==> src/rtl/calc_host_seq.sv <==
`default_nettype none
// +----------------------------------------------------------------------------+
// | Module      : calc_host_seq (with package cmd_bits)                        |
// | Description : Request/response sequencer for the calculator device FSM.    |
// |               Accepts a whole request (command, operand 1, operand 2)      |
// |               with one valid/ready handshake, replays it to the device     |
// |               as a cycle-exact cs/din write burst, waits for the result    |
// |               of read (b_tx) commands and returns exactly one response.    |
// | Ports       : clk, rst                 clock, async active-high reset      |
// |               req_valid/ready          request handshake                   |
// |               req_cmd/op1/op2          request payload                     |
// |               rsp_valid/ready          response handshake                  |
// |               rsp_data/rsp_err         captured result / timeout flag      |
// |               dev_busy,dev_dout,drdy   from the device                     |
// |               dev_cs, dev_din          to the device                       |
// | Revision    : 1.0  initial release                                         |
// +----------------------------------------------------------------------------+

// Command byte bit positions shared with the calculator device.
package cmd_bits;
   localparam int b_tx     = 0;
   localparam int b_op_2   = 1;
   localparam int b_addop  = 2;
   localparam int b_subop  = 3;
   localparam int b_addres = 4;
   localparam int b_subres = 5;
endpackage

module calc_host_seq
   import cmd_bits::*;
#(
   parameter int DW         = 8,
   parameter int TMO_CYCLES = 16
) (
   input  logic          clk,
   input  logic          rst,
   input  logic          req_valid,
   output logic          req_ready,
   input  logic [DW-1:0] req_cmd,
   input  logic [DW-1:0] req_op1,
   input  logic [DW-1:0] req_op2,
   output logic          rsp_valid,
   input  logic          rsp_ready,
   output logic [DW-1:0] rsp_data,
   output logic          rsp_err,
   input  logic          dev_busy,
   output logic          dev_cs,
   output logic [DW-1:0] dev_din,
   input  logic [DW-1:0] dev_dout,
   input  logic          dev_drdy
);

   localparam int           CW       = $clog2(TMO_CYCLES);
   localparam logic [CW-1:0] CNT_LAST = CW'(TMO_CYCLES - 1);

   typedef enum logic [2:0] {
      IDLE      = 3'd0,
      WAIT_BUSY = 3'd1,
      CMD       = 3'd2,
      OP1       = 3'd3,
      OP2       = 3'd4,
      WAIT_RDY  = 3'd5,
      RESP      = 3'd6
   } state_t;

   state_t          r_state;
   state_t          w_state_nxt;
   state_t          w_ops_done;
   logic [CW-1:0]   r_cnt;
   logic [CW-1:0]   w_cnt_nxt;
   logic [DW-1:0]   r_cmd;
   logic [DW-1:0]   r_op1;
   logic [DW-1:0]   r_op2;
   logic [DW-1:0]   w_data_nxt;
   logic            w_err_nxt;
   logic            w_latch;
   logic            w_has_op1;
   logic            w_has_op2;

   // Operand 1 is only sent for the arithmetic commands; operand 2 has its own bit.
   assign w_has_op1  = r_cmd[b_addop] | r_cmd[b_subop] | r_cmd[b_addres] | r_cmd[b_subres];
   assign w_has_op2  = r_cmd[b_op_2];
   // Where the burst goes once the last byte has been written.
   assign w_ops_done = r_cmd[b_tx] ? WAIT_RDY : RESP;

   always_ff @(posedge clk or posedge rst) begin
      if (rst) begin
         r_state  <= IDLE;
         r_cnt    <= '0;
         r_cmd    <= '0;
         r_op1    <= '0;
         r_op2    <= '0;
         rsp_data <= '0;
         rsp_err  <= 1'b0;
      end else begin
         r_state  <= w_state_nxt;
         r_cnt    <= w_cnt_nxt;
         rsp_data <= w_data_nxt;
         rsp_err  <= w_err_nxt;
         if (w_latch) begin
            r_cmd <= req_cmd;
            r_op1 <= req_op1;
            r_op2 <= req_op2;
         end
      end
   end

   always_comb begin
      w_state_nxt = r_state;
      w_cnt_nxt   = r_cnt;
      w_data_nxt  = rsp_data;
      w_err_nxt   = rsp_err;
      w_latch     = 1'b0;
      case (r_state)
         IDLE: begin
            if (req_valid) begin
               // Response defaults to "no data, no error"; only the wait
               // states overwrite it.
               w_latch     = 1'b1;
               w_cnt_nxt   = '0;
               w_data_nxt  = '0;
               w_err_nxt   = 1'b0;
               w_state_nxt = WAIT_BUSY;
            end
         end
         WAIT_BUSY: begin
            if (!dev_busy) begin
               w_state_nxt = CMD;
            end else if (r_cnt == CNT_LAST) begin
               w_data_nxt  = '0;
               w_err_nxt   = 1'b1;
               w_state_nxt = RESP;
            end else begin
               w_cnt_nxt = r_cnt + CW'(1);
            end
         end
         CMD: begin
            // Restart the timeout budget for a possible WAIT_RDY phase.
            w_cnt_nxt = '0;
            if (w_has_op1) begin
               w_state_nxt = OP1;
            end else if (w_has_op2) begin
               w_state_nxt = OP2;
            end else begin
               w_state_nxt = w_ops_done;
            end
         end
         OP1: begin
            w_state_nxt = w_has_op2 ? OP2 : w_ops_done;
         end
         OP2: begin
            w_state_nxt = w_ops_done;
         end
         WAIT_RDY: begin
            // A result arriving on the last budget cycle still wins.
            if (dev_drdy) begin
               w_data_nxt  = dev_dout;
               w_err_nxt   = 1'b0;
               w_state_nxt = RESP;
            end else if (r_cnt == CNT_LAST) begin
               w_data_nxt  = '0;
               w_err_nxt   = 1'b1;
               w_state_nxt = RESP;
            end else begin
               w_cnt_nxt = r_cnt + CW'(1);
            end
         end
         RESP: begin
            if (rsp_ready) begin
               w_state_nxt = IDLE;
            end
         end
         default: begin
            w_state_nxt = IDLE;
         end
      endcase
   end

   // Handshake and device outputs decode only from state and latched request.
   assign req_ready = (r_state == IDLE);
   assign rsp_valid = (r_state == RESP);
   assign dev_cs    = (r_state == CMD);

   always_comb begin
      dev_din = '0;
      case (r_state)
         CMD:     dev_din = r_cmd;
         OP1:     dev_din = r_op1;
         OP2:     dev_din = r_op2;
         default: dev_din = '0;
      endcase
   end

endmodule
`default_nettype wire

==> config.mk <==
export PLATFORM = sky130hd
export DESIGN_NAME = calc_host_seq
export DESIGN_NICKNAME = d
export VERILOG_FILES = /design/src/rtl/calc_host_seq.sv
export SDC_FILE = /design/constraint.sdc
export NUM_CORES = 1
export LEC_CHECK = 0
export ABC_AREA = 0
export ABC_CLOCK_PERIOD_IN_PS = 2200
export CAP_MARGIN = 20
export CORE_MARGIN = 2
export CORE_UTILIZATION = 46
export CTS_CLUSTER_SIZE = 25
export DETAILED_ROUTE_END_ITERATION = 8
export MAX_ROUTING_LAYER = met4
export PLACE_DENSITY = 0.87
export SLEW_MARGIN = 20
export SYNTH_ARGS = -nofsm -noshare
export SYNTH_HDL_FRONTEND = slang
export SYNTH_SLANG_ARGS = --single-unit
==> constraint.sdc <==
create_clock -name clk -period 2.2 [get_ports clk]
set_clock_uncertainty 0.05 [all_clocks]
set_input_delay 0.55 -clock clk [delete_from_list [all_inputs] [get_ports clk]]
set_output_delay 0.55 -clock clk [all_outputs]
set_load 0.02 [all_outputs]
* Word level (Yosys, flattened, before mapping)
Cells that the tools add are included.
Cells by class: bitwise operators 3, muxes and demuxes 27, add/sub/neg operators 1, eq/ne operators 11, reduce and logical (&&, ||, !) cells 6
Operators with widths (number):
- case mux 8 bit (3 select lines) | 2
- 2-to-1 mux 8 bit | 4
- case mux 3 bit (7 select lines) | 1
- 2-to-1 mux 3 bit | 6
- 2-to-1 mux 4 bit | 4
- case mux 4 bit (4 select lines) | 1
- == test 3 bit, second input constant | 3
- == test 3 x 2 -> 1 bit, second input constant | 2
- 2-to-1 mux 1 bit | 6
- != test 2 bit, second input constant | 3
- adder 4 x 1 -> 4 bit, second input constant | 1
- == test 4 bit, second input constant | 1
- 2-to-1 mux 2 bit | 2
- AND reduction 4 bit | 1
- nonzero test 4 bit | 1
- == test 3 x 1 -> 1 bit, second input constant | 1
- zero test 3 bit | 1
- bitwise OR 1 bit | 3
- case mux 1 bit (3 select lines) | 1
- AND reduction 3 bit | 1
- nonzero test 3 bit | 1
- != test 2 x 1 -> 1 bit, second input constant | 1
- AND reduction 2 bit | 1
Storage, ports and cells: output and inout bits 20, input port bits 38, logic and storage cells 55, bits in registers 40

* Depth between registers and ports, before layout
word-level depth 5, depth in mapped cells 6, mapped depth without buffers 5

* Least setup slack after synthesis
OpenSTA, ideal clock, no wires.
kind register -> output, start register r_state[1], end output port dev_din[1], required time 1.600 ns, path buffers 2, setup slack 0.143 ns, data arrival time 1.457 ns, cell stages (with the launch flop) 6, cell sequence dfrtp_1 > buf_2 > and2b_1 > buf_2 > a22oi_1 > o21ai_0
Between the ends: cells in the longest elaborated chain, start to end 2, elaborated cells between the ends (all ways) 4, those cells by class eq/ne (3); mux (1)
Ends and longest elaborated chain:
- start: declaration | RTL line 66 | state_t r_state;
- start signal: assignment | RTL line 96 | r_state <= w_state_nxt;
- == test 3 bit / == test 3 x 2 -> 1 bit (equally long branches) | RTL line 186 | case (r_state)
- case mux 8 bit (3 select lines) (*) | RTL line 186
- end: declaration | RTL line 48 | output logic [DW-1:0] dev_din,
Mark *: on every way between the ends. The rest lies on a longest branch, timed or not.

* Final worst setup path
start register r_state[1], end output port dev_din[2]
The elaborated chain is that of the path after synthesis.

==> results by stage <==
Drt:
- The number of DRC violations after detailed routing is 0.
- In the final routed layout, each cell accounts on average for 15.7 um.
- The wire length after detailed routing is 4.37 mm.
- The number of DRC violations after detailed-routing iteration 0 is 63.
- The first detailed-routing pass ran for 4 iterations.
- In the routed layout, each cell is associated on average with a via count of 5.34.
- In this run the remaining antenna-violating nets after routing total 0.
- Summing over every cut layer, the via total after detailed routing is 1485.

Worst setup path:
- STA puts the critical path data required time at ~1.6 ns.
- In this run the critical register-to-register path is launched from r_state[0].
- Across all register-to-register paths, the minimum setup slack is 0.41 ns.
- In this run the worst path has a maximum fanout of 3.
- The type of the worst setup path is reg2out.
- The endpoint identified for the worst register-to-register timing path is r_op2[4].
- The data arrival time of the worst path is 1.55 ns.
- The startpoint type of the worst setup path is a flop.
- The worst setup path is captured at a primary output.
- Counting cells, the worst reg-to-reg path comes to 4.
- The worst setup path startpoint is r_state[1].
- The most critical setup path has its endpoint at dev_din[2].

Clocking:
- The number of clock buffers added by TritonCTS is 5.
- The number of hold buffers added after cts is 0.
- The buffer depth of the longest clock path is 2.
- The H-tree was split into 2 levels.
- Counting every sink on the clock net gives 40.
- TritonCTS built the clock tree.
- The CTS clock-pin slew for the worst setup and hold paths is 0.08 ns.
- Clock tree synthesis selected as its root buffer the cell clkbuf_8.
- The clock insertion delay at the later pin of the skew report is roughly 0.29 ns.
- The buffers inserted during post-CTS setup optimization is 0.

Logic synthesis:
- Of all flip-flops after synthesis, the portion carrying an async set or reset was 1.00.
- The Yosys step of the flow raised 0 warnings.
- The portion of the post-synthesis area used by sequential elements is 0.531.
- The mapped cell area is 1880 um2.
- The dominant synthesized flop cell is dfrtp_1.
- In this run, distinct cell masters in the synthesized netlist total 34.
- The number of enable-type register cells in the synthesized netlist is 0.
- The post-synth net total is 200.
- The number of storage elements in the synthesis netlist is 40.
- The count of mapped cells out of synthesis is 161.
- The mean instance size in the synthesized netlist is 11.7 um2.

Place:
- Once placement finished, the instance area stood at about 2600 um2.
- The placed cell count is 270.
- The half-perimeter wire length after detailed placement is 3.13 mm.
- The final RePlAce weighted congestion is 0.797.
- The count of buffers added on input and output ports is 57.

Die:
- The die is 68 um tall.
- The number of cell rows is 23.
- The number of top-level pins is 58.
- The placeable core region is 3970 um2.
- In this run the horizontal extent of the chip is 68 um.
- The die covers between 4000 and 5000 um2.
- The starting density of the core is 0.474.

GRT:
- The overall track demand over capacity in global routing is 0.213.
- Summed over all layers, the global routing overflow is 0.
- The number of global-route vias before repair is 1488.
- The first-pass GRT wire length is a little under 7 mm.
- The number of antenna violations at the first check in global routing is 0.
- The maximum number of pins on one net before global-route repair is 41.

Finish:
- The finished cells cover 2670 um2.
- The finished layout holds roughly 280 standard cells, fillers aside.
- The count of inserted antenna diode cells is 0.
- In the final layout, the share of cells above drive strength 1 is 0.254.
- Relative to the synthesized area, the layout overhead comes to 41.9%.
- The library cells used most frequently in the layout, excluding fill and tap cells, are clkdlybuf4s50_1 (46), dfrtp_1 (40), mux2_2 (24).
- The most frequent standard cell in the layout excluding fill and tap cells is clkdlybuf4s50_1.
- Once layout is complete, the utilization of the core stands at 0.673.
- After the last flow step, the layout net total stands at between 200 and 300.

STA:
- The final max-slew violation count is 0.
- Setup violations remaining at the end of the flow were counted as 0.
- Based on the critical path, the design can be clocked at up to 0.466 GHz.
- At the pin with the least slew margin, the transition time is 0.550 ns.
- The worst hold margin is between 0.4 and 0.5 ns.
- The final number of hold-violating endpoints was 0.
- The worst slew margin relative to its limit is 0.632.
- The minimum clock period after layout is 2.15 ns.
- The final clock period utilization by the worst path is 0.976.

Power and ir drop:
- IR analysis of the VDD net gives a maximum drop of 689 uV.
- Summing internal, switching and leakage power gives 3.84 mW.
- For this design the ratio of total power to cell area is 1440 nW/um2.
- The static power due to leakage is 1.16 nW.

Flow run:
- The tool flagged a number of max-cap violations equal to 0.

Run status:
- The run finished with clean final reports.

Min path:
- The min-delay analysis places its worst path in the category reg2reg.
-- how the worst min path moves through the flow --
stage	cells past startpoint	end	startpoint	slack, ns
global placement	1	rsp_data[7]	rsp_data[7]	0.43
finish	1	rsp_data[5]	rsp_data[5]	0.45
floorplan	1	r_cnt[3]	r_cnt[3]	0.42
detailed placement	1	rsp_data[1]	rsp_data[1]	0.43
CTS	1	rsp_data[1]	rsp_data[1]	0.46
global route	1	rsp_data[5]	rsp_data[5]	0.49
-- worst max-delay path, stage by stage (launching register included) --
cell and delay [ns]:
dfrtp_1 0.39, and2b_2 0.23, buf_4 0.15, a22oi_1 0.19, o21ai_0 0.11, buf_2 0.17
-- state kept, by name (all words and copies together), names as in the netlist --
signal,count
r_op2,8
rsp_err,1
r_op1,8
r_state,3
r_cmd,8
r_cnt,4
rsp_data,8
-- kinds of logic (layout without fill, tap and decap cells) --
family,count (synthesis),after routing,share of synthesized area
muxes,27,27,0.159
adders and majority gates,1,1,0.00664
buffers and inverters,11,78,0.0286
and+or+nand+nor,36,36,0.106
AOI/OAI and AO/OA,46,46,0.169
DFF,40,40,0.531
-- where the power goes --
part,internal (mW),leakage [nW],switching [mW]
logic,0.926,0.602,0.924
clock network,0.400,0.0645,0.245
registers,1.09,0.497,0.260
-- routing by layer --
metal	vias to the layer above	track usage	share of wire
met5	-	-	0
met4	0	0.0750	0.016
met3	6	0.0444	0.030
met2	29	0.352	0.51
met1	727	0.259	0.44
li1	723	-	-
-- cell type report --
cell class	count	area (um2)
tap	50	62.6
clock buffer	7	96.3
sequential	40	1000
multi-input combinational	110	845
timing repair buffer	68	632
inverter	2	7.51
fill	324	1300
clock inverter	1	30.0
-- cell usage after synthesis (3+ instances only) --
cell type	n	area (um2)
a22o_1	8	70.1
nor2b_1	5	31.3
a22oi_1	7	52.6
clkbuf_1	3	11.3
a21oi_1	6	30.0
o211ai_1	3	22.5
o21ai_0	14	70.1
mux2i_1	3	30.0
mux2_2	24	270
dfrtp_1	40	1000
buf_2	4	20.0
nand2_1	12	45.0
nor2_1	6	22.5
-- repair_timing --
item                                    in CTS  in global routing
endpoints found under the setup margin      10                  8
gates resized for setup                     40                 10
hold endpoints to repair                     0                  0
-- stage by stage --
stage / setup slack (ns) / setup TNS (ns)
6_report: 0.0536 / 0
2_1_floorplan: 0.143 / 0
3_5_place_dp: -0.136 / -0.641
4_1_cts: -0.0000461 / -0.0000461
5_1_grt: -0.000921 / -0.000921
3_3_place_gp: -0.0294 / -0.0294
No activity file was read; power rests on OpenSTA's default activity.
==> variant: new RTL, config.mk and constraints unchanged <==
`DW`: 8 -> 12.
--- a/src/rtl/calc_host_seq.sv
+++ b/src/rtl/calc_host_seq.sv
@@ -29,7 +29,7 @@
 module calc_host_seq
    import cmd_bits::*;
 #(
-   parameter int DW         = 8,
+   parameter int DW         = 12,
    parameter int TMO_CYCLES = 16
 ) (
    input  logic          clk,
Ports: changed (6 resized); port bits go from 58 to 82. No check against the original RTL was run, so the function may have changed too.
==> variant against the unedited design <==
- design area is 37% higher
- total power is 24% higher
- largest cell class unchanged
- die area is 35% higher
- utilization is 0.18 points lower
- worst setup slack worse by 0.024 ns
- sequential cell count is 16 higher
- area after synthesis is 38% higher
- worst hold slack worse by 0.0067 ns
- global-route usage is 0.35 points lower
- wire length is 39% higher
==> variant: results (changes against the unedited design) <==
metric	value	unit	change
status	finished, final reports clean		unchanged
All-Layer GR Usage	21.0	%	was 21.3%
DR iter-0 viols	98		was 63
post-synthesis net count	259		was 200
startpoint of the worst register-to-register path	r_state[2]$_DFFE_PP0P_		was r_state[0]$_DFFE_PP0P_
adder-cell share of the synthesized area	0.483	%	was 0.664%
Min-Delay Endpoint	r_op2[5]$_DFFE_PP0P_		was rsp_data[5]$_DFFE_PP0P_
inverters	4		was 2
ratio of cells with drive above 1 in the final layout	16.0	%	was 25.4%
met3 wire length	395	um	was 133 um
Post-layout nets	349		was 266
Power Sequential	1840	uW	was 1350 uW
GRT met1 Usage	27.9	%	was 25.9%
FF+latch count	56		was 40
dpl hpwl	4340	um	was 3130 um
Max VDD drop	0.804	mV	was 0.689 mV
Post-Place Worst Slack	-0.138	ns	was -0.136 ns
NonClk Buf Share	25.3	%	was 23.6%
#MultiIn Comb	130		was 110
Vias/cell	5.59		was 5.34
DP Area	3580	um2	was 2570 um2
wire length per cell	16.6	um	was 15.7 um
Switching Share	38.7	%	was 37.2%
pin count of the biggest net entering global routing	57		was 41
bufs w/o clock	97		was 68
slowest stage cell on the critical path	dfrtp_2		was dfrtp_1
Synth Area in Compound Gates	19.2	%	was 16.9%
first-pass GRT wire length	10000	um	was 6940 um
P per Cell Area	1300	nW/um2	was 1440 nW/um2
GR Util met3	4.89	%	was 4.44%
r2r endpoint	rsp_data[8]$_DFFE_PP0P_		was r_op2[4]$_DFFE_PP0P_
Inst Count DP	359		was 270
Unique masters post-synth	43		was 34
clock network area share	2.21	%	was 4.73%
met1 WL	2730	um	was 1920 um
register area share after synthesis	54.1	%	was 53.1%
Syn Inst Count	204		was 161
multi-input combinational area share	31.4	%	was 31.6%
P_leak	0.00156	uW	was 0.00116 uW
vias in the first global route	2130		was 1488
crit-path max cell delay	0.43	ns	was 0.39 ns
cts repair resizes	54		was 40
CP arrival	1.57	ns	was 1.55 ns
IO buf count	81		was 57
Hold Crit Start	r_op2[5]$_DFFE_PP0P_		was rsp_data[5]$_DFFE_PP0P_
CP max FO	12		was 3
register area	1400	um2	was 1000 um2
Slew @ Worst Pin	0.481	ns	was 0.550 ns
non-filler cells, final	366		was 278
variant: cell types whose count changed after synthesis, moves of 3 or more:
cell / unedited run / this run
dfrtp_1: 40 / 56
nor2_1: 6 / 3
a21oi_1: 6 / 3
a22oi_1: 7 / 12
nand2b_1: 1 / 4
mux2_1: 0 / 35
clkbuf_1: 3 / 8
a22o_1: 8 / 12
nand2_1: 12 / 3
o2bb2ai_1: 0 / 12
mux2_2: 24 / 0
o21ai_0: 14 / 4
variant: worst max-delay path by stage:
| stage | end | slack [ns] | depth (start not counted) |
|---|---|---|---|
| 2_1_floorplan | dev_din[10] | 0.11 | 5 |
| 3_3_place_gp | rsp_data[3]$_DFFE_PP0P_ | -0.10 | 4 |
| 3_5_place_dp | rsp_data[8]$_DFFE_PP0P_ | -0.14 | 4 |
| 4_1_cts | dev_cs | 0.01 | 3 |
| 5_1_grt | dev_din[10] | -0.04 | 5 |
| 6_report | dev_din[2] | 0.03 | 5 |
